<file path="src/rtl/mips_pkg.sv">
`default_nettype none
// ============================================================================
// Module   : mips_pkg
// Desc     : Shared widths, defaults and helpers for the MIPS core datapath
//            and the store buffer sitting on its data-memory write port.
// Revision : 1.0 - initial release
// ============================================================================
package mips_pkg;

    localparam int WORD_W          = 32;
    localparam int STORE_BUF_DEPTH = 4;

    // Word address of a byte address; stores are word-only, so the byte
    // offset never takes part in an address compare.
    function automatic logic [WORD_W-3:0] word_addr(input logic [WORD_W-1:0] a);
        return a[WORD_W-1:2];
    endfunction

endpackage
`default_nettype wire

</file>
<file path="src/rtl/sb_fwd_lookup.sv">
`default_nettype none
// ============================================================================
// Module   : sb_fwd_lookup
// Desc     : Combinational newest-match search over the store buffer entries.
//            Returns the data of the most recently enqueued valid entry whose
//            word address matches the lookup address.
// Revision : 1.0 - initial release
// ============================================================================
module sb_fwd_lookup #(
    parameter int DEPTH = 4,
    parameter int AW    = 32,
    parameter int DW    = 32
) (
    input  logic                       lookup_en,
    input  logic [AW-3:0]              lookup_waddr,
    input  logic [AW-3:0]              entry_waddr [DEPTH],
    input  logic [DW-1:0]              entry_data  [DEPTH],
    input  logic [DEPTH-1:0]           valid,
    input  logic [$clog2(DEPTH)-1:0]   rd_ptr,
    input  logic [$clog2(DEPTH)-1:0]   wr_ptr,
    output logic                       hit,
    output logic [DW-1:0]              data
);

    localparam int c_PW = $clog2(DEPTH);

    logic [c_PW-1:0] w_idx;

    // The scan is anchored on the head and walks towards the tail, so the
    // valid mask alone bounds it; the tail pointer is not needed here.
    logic w_unused_wr_ptr;
    assign w_unused_wr_ptr = ^wr_ptr;

    // Walk oldest to newest; a later match overwrites an earlier one so the
    // entry closest to the tail wins.
    always_comb begin
        hit   = 1'b0;
        data  = '0;
        w_idx = '0;
        if (lookup_en) begin
            for (int k = 0; k < DEPTH; k++) begin
                w_idx = rd_ptr + c_PW'(k);
                if (valid[w_idx] && (entry_waddr[w_idx] == lookup_waddr)) begin
                    hit  = 1'b1;
                    data = entry_data[w_idx];
                end
            end
        end
    end

endmodule
`default_nettype wire

</file>
<file path="src/rtl/store_buffer.sv">
`default_nettype none
// ============================================================================
// Module   : store_buffer
// Desc     : In-order write buffer between the single-cycle core's data
//            write port and a slower valid/ready backing memory. Stalls the
//            core only when full and forwards the newest buffered data to
//            same-address loads.
// Revision : 1.0 - initial release
// ============================================================================
module store_buffer
    import mips_pkg::*;
#(
    parameter int DEPTH = STORE_BUF_DEPTH,
    parameter int AW    = WORD_W,
    parameter int DW    = WORD_W
) (
    input  logic                     clk,
    input  logic                     reset,
    input  logic                     memwrite,
    input  logic [AW-1:0]            dataadr,
    input  logic [DW-1:0]            writedata,
    input  logic                     memread,
    output logic                     stall,
    output logic                     fwd_hit,
    output logic [DW-1:0]            fwd_data,
    output logic                     mem_valid,
    output logic [AW-1:0]            mem_addr,
    output logic [DW-1:0]            mem_wdata,
    input  logic                     mem_ready,
    output logic [$clog2(DEPTH):0]   count,
    output logic                     empty
);

    localparam int c_PW  = $clog2(DEPTH);
    localparam int c_CW  = c_PW + 1;
    localparam int c_WAW = AW - 2;

    logic [c_WAW-1:0] r_addr [DEPTH];
    logic [DW-1:0]    r_data [DEPTH];
    logic [c_PW-1:0]  r_wr_ptr;
    logic [c_PW-1:0]  r_rd_ptr;
    logic [c_CW-1:0]  r_count;

    logic             w_full;
    logic             w_empty;
    logic             w_enq;
    logic             w_deq;
    logic [c_WAW-1:0] w_waddr;
    logic [DEPTH-1:0] w_valid;

    // Word address of the current core access (store or load).
    if (AW == WORD_W) begin : g_pkg_waddr
        assign w_waddr = word_addr(dataadr);
    end else begin : g_slice_waddr
        assign w_waddr = dataadr[AW-1:2];
    end

    assign w_full  = (r_count == c_CW'(DEPTH));
    assign w_empty = (r_count == '0);

    // Full blocks the store even when the head drains this same cycle; the
    // core simply re-presents it and it is taken on the next edge.
    assign w_enq = memwrite & ~w_full;
    assign w_deq = ~w_empty & mem_ready;

    // Pointer and occupancy bookkeeping; reset drops any pending entries
    // along with a transfer handshaking on the same edge.
    always_ff @(posedge clk) begin
        if (reset) begin
            r_wr_ptr <= '0;
            r_rd_ptr <= '0;
            r_count  <= '0;
        end else begin
            if (w_enq) r_wr_ptr <= r_wr_ptr + c_PW'(1);
            if (w_deq) r_rd_ptr <= r_rd_ptr + c_PW'(1);
            case ({w_enq, w_deq})
                2'b10:   r_count <= r_count + c_CW'(1);
                2'b01:   r_count <= r_count - c_CW'(1);
                default: r_count <= r_count;
            endcase
        end
    end

    // Entry storage; contents are don't-care until made valid by an enqueue.
    always_ff @(posedge clk) begin
        if (w_enq) begin
            r_addr[r_wr_ptr] <= w_waddr;
            r_data[r_wr_ptr] <= writedata;
        end
    end

    // An entry is valid when its distance from the head is below occupancy.
    for (genvar i = 0; i < DEPTH; i++) begin : g_valid
        logic [c_PW-1:0] w_off;
        assign w_off      = c_PW'(i) - r_rd_ptr;
        assign w_valid[i] = ({1'b0, w_off} < r_count);
    end

    sb_fwd_lookup #(
        .DEPTH (DEPTH),
        .AW    (AW),
        .DW    (DW)
    ) u_fwd_lookup (
        .lookup_en    (memread),
        .lookup_waddr (w_waddr),
        .entry_waddr  (r_addr),
        .entry_data   (r_data),
        .valid        (w_valid),
        .rd_ptr       (r_rd_ptr),
        .wr_ptr       (r_wr_ptr),
        .hit          (fwd_hit),
        .data         (fwd_data)
    );

    assign stall     = memwrite & w_full;
    assign mem_valid = ~w_empty;
    assign mem_addr  = {r_addr[r_rd_ptr], 2'b00};
    assign mem_wdata = r_data[r_rd_ptr];
    assign count     = r_count;
    assign empty     = w_empty;

endmodule
`default_nettype wire
</file>
<file path="config.mk">
export PLATFORM = sky130hd
export DESIGN_NAME = store_buffer
export DESIGN_NICKNAME = d
export VERILOG_FILES = /design/src/rtl/mips_pkg.sv /design/src/rtl/sb_fwd_lookup.sv /design/src/rtl/store_buffer.sv
export SDC_FILE = /design/constraint.sdc
export NUM_CORES = 1
export LEC_CHECK = 0
export ABC_CLOCK_PERIOD_IN_PS = 14470
export BUFFER_PORTS_ARGS = -buffer_cell sky130_fd_sc_hd__buf_2
export CAP_MARGIN = 20
export CORE_AREA = 10 10 173 175
export CTS_CLUSTER_DIAMETER = 50
export DETAILED_ROUTE_END_ITERATION = 6
export DIE_AREA = 0 0 183 185
export GPL_ROUTABILITY_DRIVEN = 0
export PLACE_DENSITY = 0.86
export SLEW_MARGIN = 0
export SYNTH_ARGS = -nofsm -noshare
export SYNTH_HDL_FRONTEND = slang
export SYNTH_SLANG_ARGS = --single-unit
</file>
<file path="constraint.sdc">
create_clock -name clk -period 14.47 [get_ports clk]
set_input_delay 3.6175 -clock clk [delete_from_list [all_inputs] [get_ports clk]]
set_output_delay 3.6175 -clock clk [all_outputs]
set_load 0.005 [all_outputs]
</file>
==> impl_metrics.toml <==
[run_status]
status = "complete, no violations"

[timing]
post-route-min-period_ps = 10540
fmax_mhz = 94.9
fin_worst_skew_ps = 7.31
hold_violations = 0
rsz0062_at_grt = "false"
period_share_pct = 72.8
tns_ps = 0
layout_setup_ws_ps = 3930
setup_viol = 0
drv_slew = 0
slew_headroom_pct = 25.1
tightest_slew_ps = 1120

[critical_path]
cp_slowest_cell = "nand3_2"
required_ps = 10850
max_stage_delay_ps = 950
setup.worst_path.end_class = "output port"
timing.rr.end = "r_addr[93]"
path_class = "in2out"
cp_common_cell = "buf_2"
crit_path_start_kind = "input port"
reg2regPathDepth = 4
crit_path_max_fanout = 30
rrSetupSlack_ps = 11610
worstPathArrival_ps = 6920
worstPathCellList = "buf_2 > inv_1 > xnor2_1 > nor4_1 > nand3_2 > a211oi_1 > o21ai_1 > a31oi_1 > buf_2"
r2r-start = "count[0]"

[clocking]
cts_made_buffers = 30
cts_htree_levels = 1
hold_buffers = 0
worstSkewPairLatency_ps = 550
cts_tree = "built"
ctsResizeCount = 0
post_cts_buffers = 0
cts_sinks = 255
cts_buffer_depth = 3
clk_pin_slew_worst_paths_ps = 60
clockRootBuffer = "clkbuf_16"

[yosys]
synth_compound_area_share_pct = 9.39
synthCells = 1310
synth-async-reset-ratio_pct = 0
synth_area_leaders = "edfxtp_1 (44%), mux4_2 (14%), mux2i_1 (5.6%)"
avgSynthCellArea_um2 = 12.9
synth_xor_xnor_area_share_pct = 6.22
synth_top_area_cell = "edfxtp_1"
synth_most_common_cell = "edfxtp_1"
synth_area_um2 = 16900
synth_edf_count = 248
synth_common_cells = "edfxtp_1 (248), nor2_1 (137), xnor2_1 (106)"
yosysWarnings = 0
synth_cell_type_count = 57
synth_top_family_by_area = "multiplexers"
ys.flop_type = "edfxtp_1"
synth_adder_area_share_pct = 0.784
synth-seq-area-share_pct = 44.9
synth_simple_gate_area_share_pct = 8.36
synth_top_area_share_pct = 44.0
synth.ff_latch_count = 255
synth_mux_area_share_pct = 25.5

[grt]
overflow = 0
grt_usage_pct = 24.3
antenna_found_initial = 8
grt_pass1_wl_um = 65600
grt_pass1_vias = 12000
grt_max_degree = 154

[job]
drv_cap = 0

[worst_hold_path]
hp-class = "reg2reg"
holdPathEnd = "r_wr_ptr[1]"
hold_path_startpoint = "r_wr_ptr[1]"
holdPathStages = 2

[power_and_ir_drop]
cellLeakagePower_nw = 6.01
finalPower_w = 0.00304
ir_worst_vdd_mv = 0.168
cellPowerDensity_nw_per_um2 = 164

[placed_design]
post-dp-hpwl_um = 26500
io_buffers = 167
place_area_um2 = 17500
placed_cells = 1699
place_ws_ps = 4140

[finish]
fin_area_um2 = 18600
area_growth_pct = 10.0
finalNetCount = 1469
final_cell_count_no_fill = 1761
drive_gt1_share_pct = 31.4

[floorplan]
dieHeight_um = 185
ios = 172
die_w_um = 183
row_count = 60
initial_core_util_pct = 63.6
dieArea_um2 = 33900
coreArea_um2 = 26600

[detailed_routing]
firstDrtPassIters = 5
drt_iter0_markers = 1475
avgViaCountPerCell = 6.87
vias = 12100
drc = 0
routedWlPerCell_um = 23.9
routed_wl_um = 42000
drtAntennaViolNets = 0
where the power goes:
group          internal (W)  switching, W  total [W]
Sequential         0.000900     0.0000843   0.000984
Combinational      0.000619      0.000663    0.00128
Clock              0.000472      0.000307   0.000779
per-layer routing:
metal,track usage [%],vias to the layer above,share of wire (%),wire (um)
li1,-,5322,-,-
met1,31.3,6037,39,16400
met2,40.5,628,49,20700
met3,4.62,106,8.9,3730
met4,8.26,4,2.9,1220
met5,0,-,0.057,24
critical path, delay by kind of cell:
family                 cells  cell delay, ps
AO/OA/AOI/OAI              3             920
AND/OR/NAND/NOR            2            1720
buffers and inverters      3             500
XOR/XNOR                   1             150
state kept, by name (all words and copies together), names as in the netlist:
| name | count |
|---|---|
| r_data | 128 |
| r_rd_ptr | 2 |
| r_addr | 120 |
| count | 3 |
| r_wr_ptr | 2 |
worst max-delay path by stage:
| stage | start | endpoint | slack (ps) | depth (start not counted) |
|---|---|---|---|---|
| 2_1_floorplan | dataadr[11] | fwd_data[10] | 5360 | 9 |
| 3_3_place_gp | dataadr[29] | fwd_data[2] | 4210 | 9 |
| 3_5_place_dp | dataadr[29] | fwd_data[10] | 4140 | 9 |
| 4_1_cts | dataadr[29] | fwd_data[10] | 4100 | 9 |
| 5_1_grt | dataadr[9] | fwd_data[3] | 3850 | 9 |
| 6_report | dataadr[9] | fwd_data[2] | 3930 | 9 |
cell type report:
type                    instances  area (um^2)
diodes                          7         17.5
clock buffers                  33          762
clock inverters                22          275
fillers                      1757         7980
inverters                      18         70.1
multi-input cells             907         8520
flip-flops and latches        255         7590
well taps                     341          427
repair buffers                178          931
through the flow:
| step | util, % | hold WS [ps] |
|---|---|---|
| finish | 70.0 | 562 |
| global placement | 66.0 | 534 |
| global route | 69.9 | 625 |
| floorplan | - | 514 |
| CTS | 69.9 | 558 |
| detailed placement | 66.0 | 554 |
cells by family after synthesis:
family	after synthesis
AO/OA/AOI/OAI	257
XOR/XNOR	120
adder cells (fa/ha/maj)	10
buffers and inverters	149
flip-flops	255
multiplexers	275
other	1
AND/OR/NAND/NOR	243
cells in the final DEF, fill, tap and decap left out, types with 4 or more instances in the layout:
cell and instances:
o21ai_0 41, mux4_1 11, diode_2 7, a31oi_1 34, dfxtp_1 5, bufinv_16 5, clkinv_2 5, o22ai_1 5
clkbuf_16 30, inv_1 17, or3_1 5, mux4_2 104, xnor2_1 106, nor2_1 137, buf_2 167, clkinv_4 4
edfxtp_1 248, clkinvlp_4 4, nand2_1 11, a21oi_1 70, a211oi_1 30, ha_1 9, nand3_1 6, nor4b_2 28
nand4_1 26, mux2_2 65, mux2i_1 95, a211o_1 30, o21ai_1 28, nor4_1 7, xor2_1 14, buf_4 10
(Power assumes the default switching activity.)
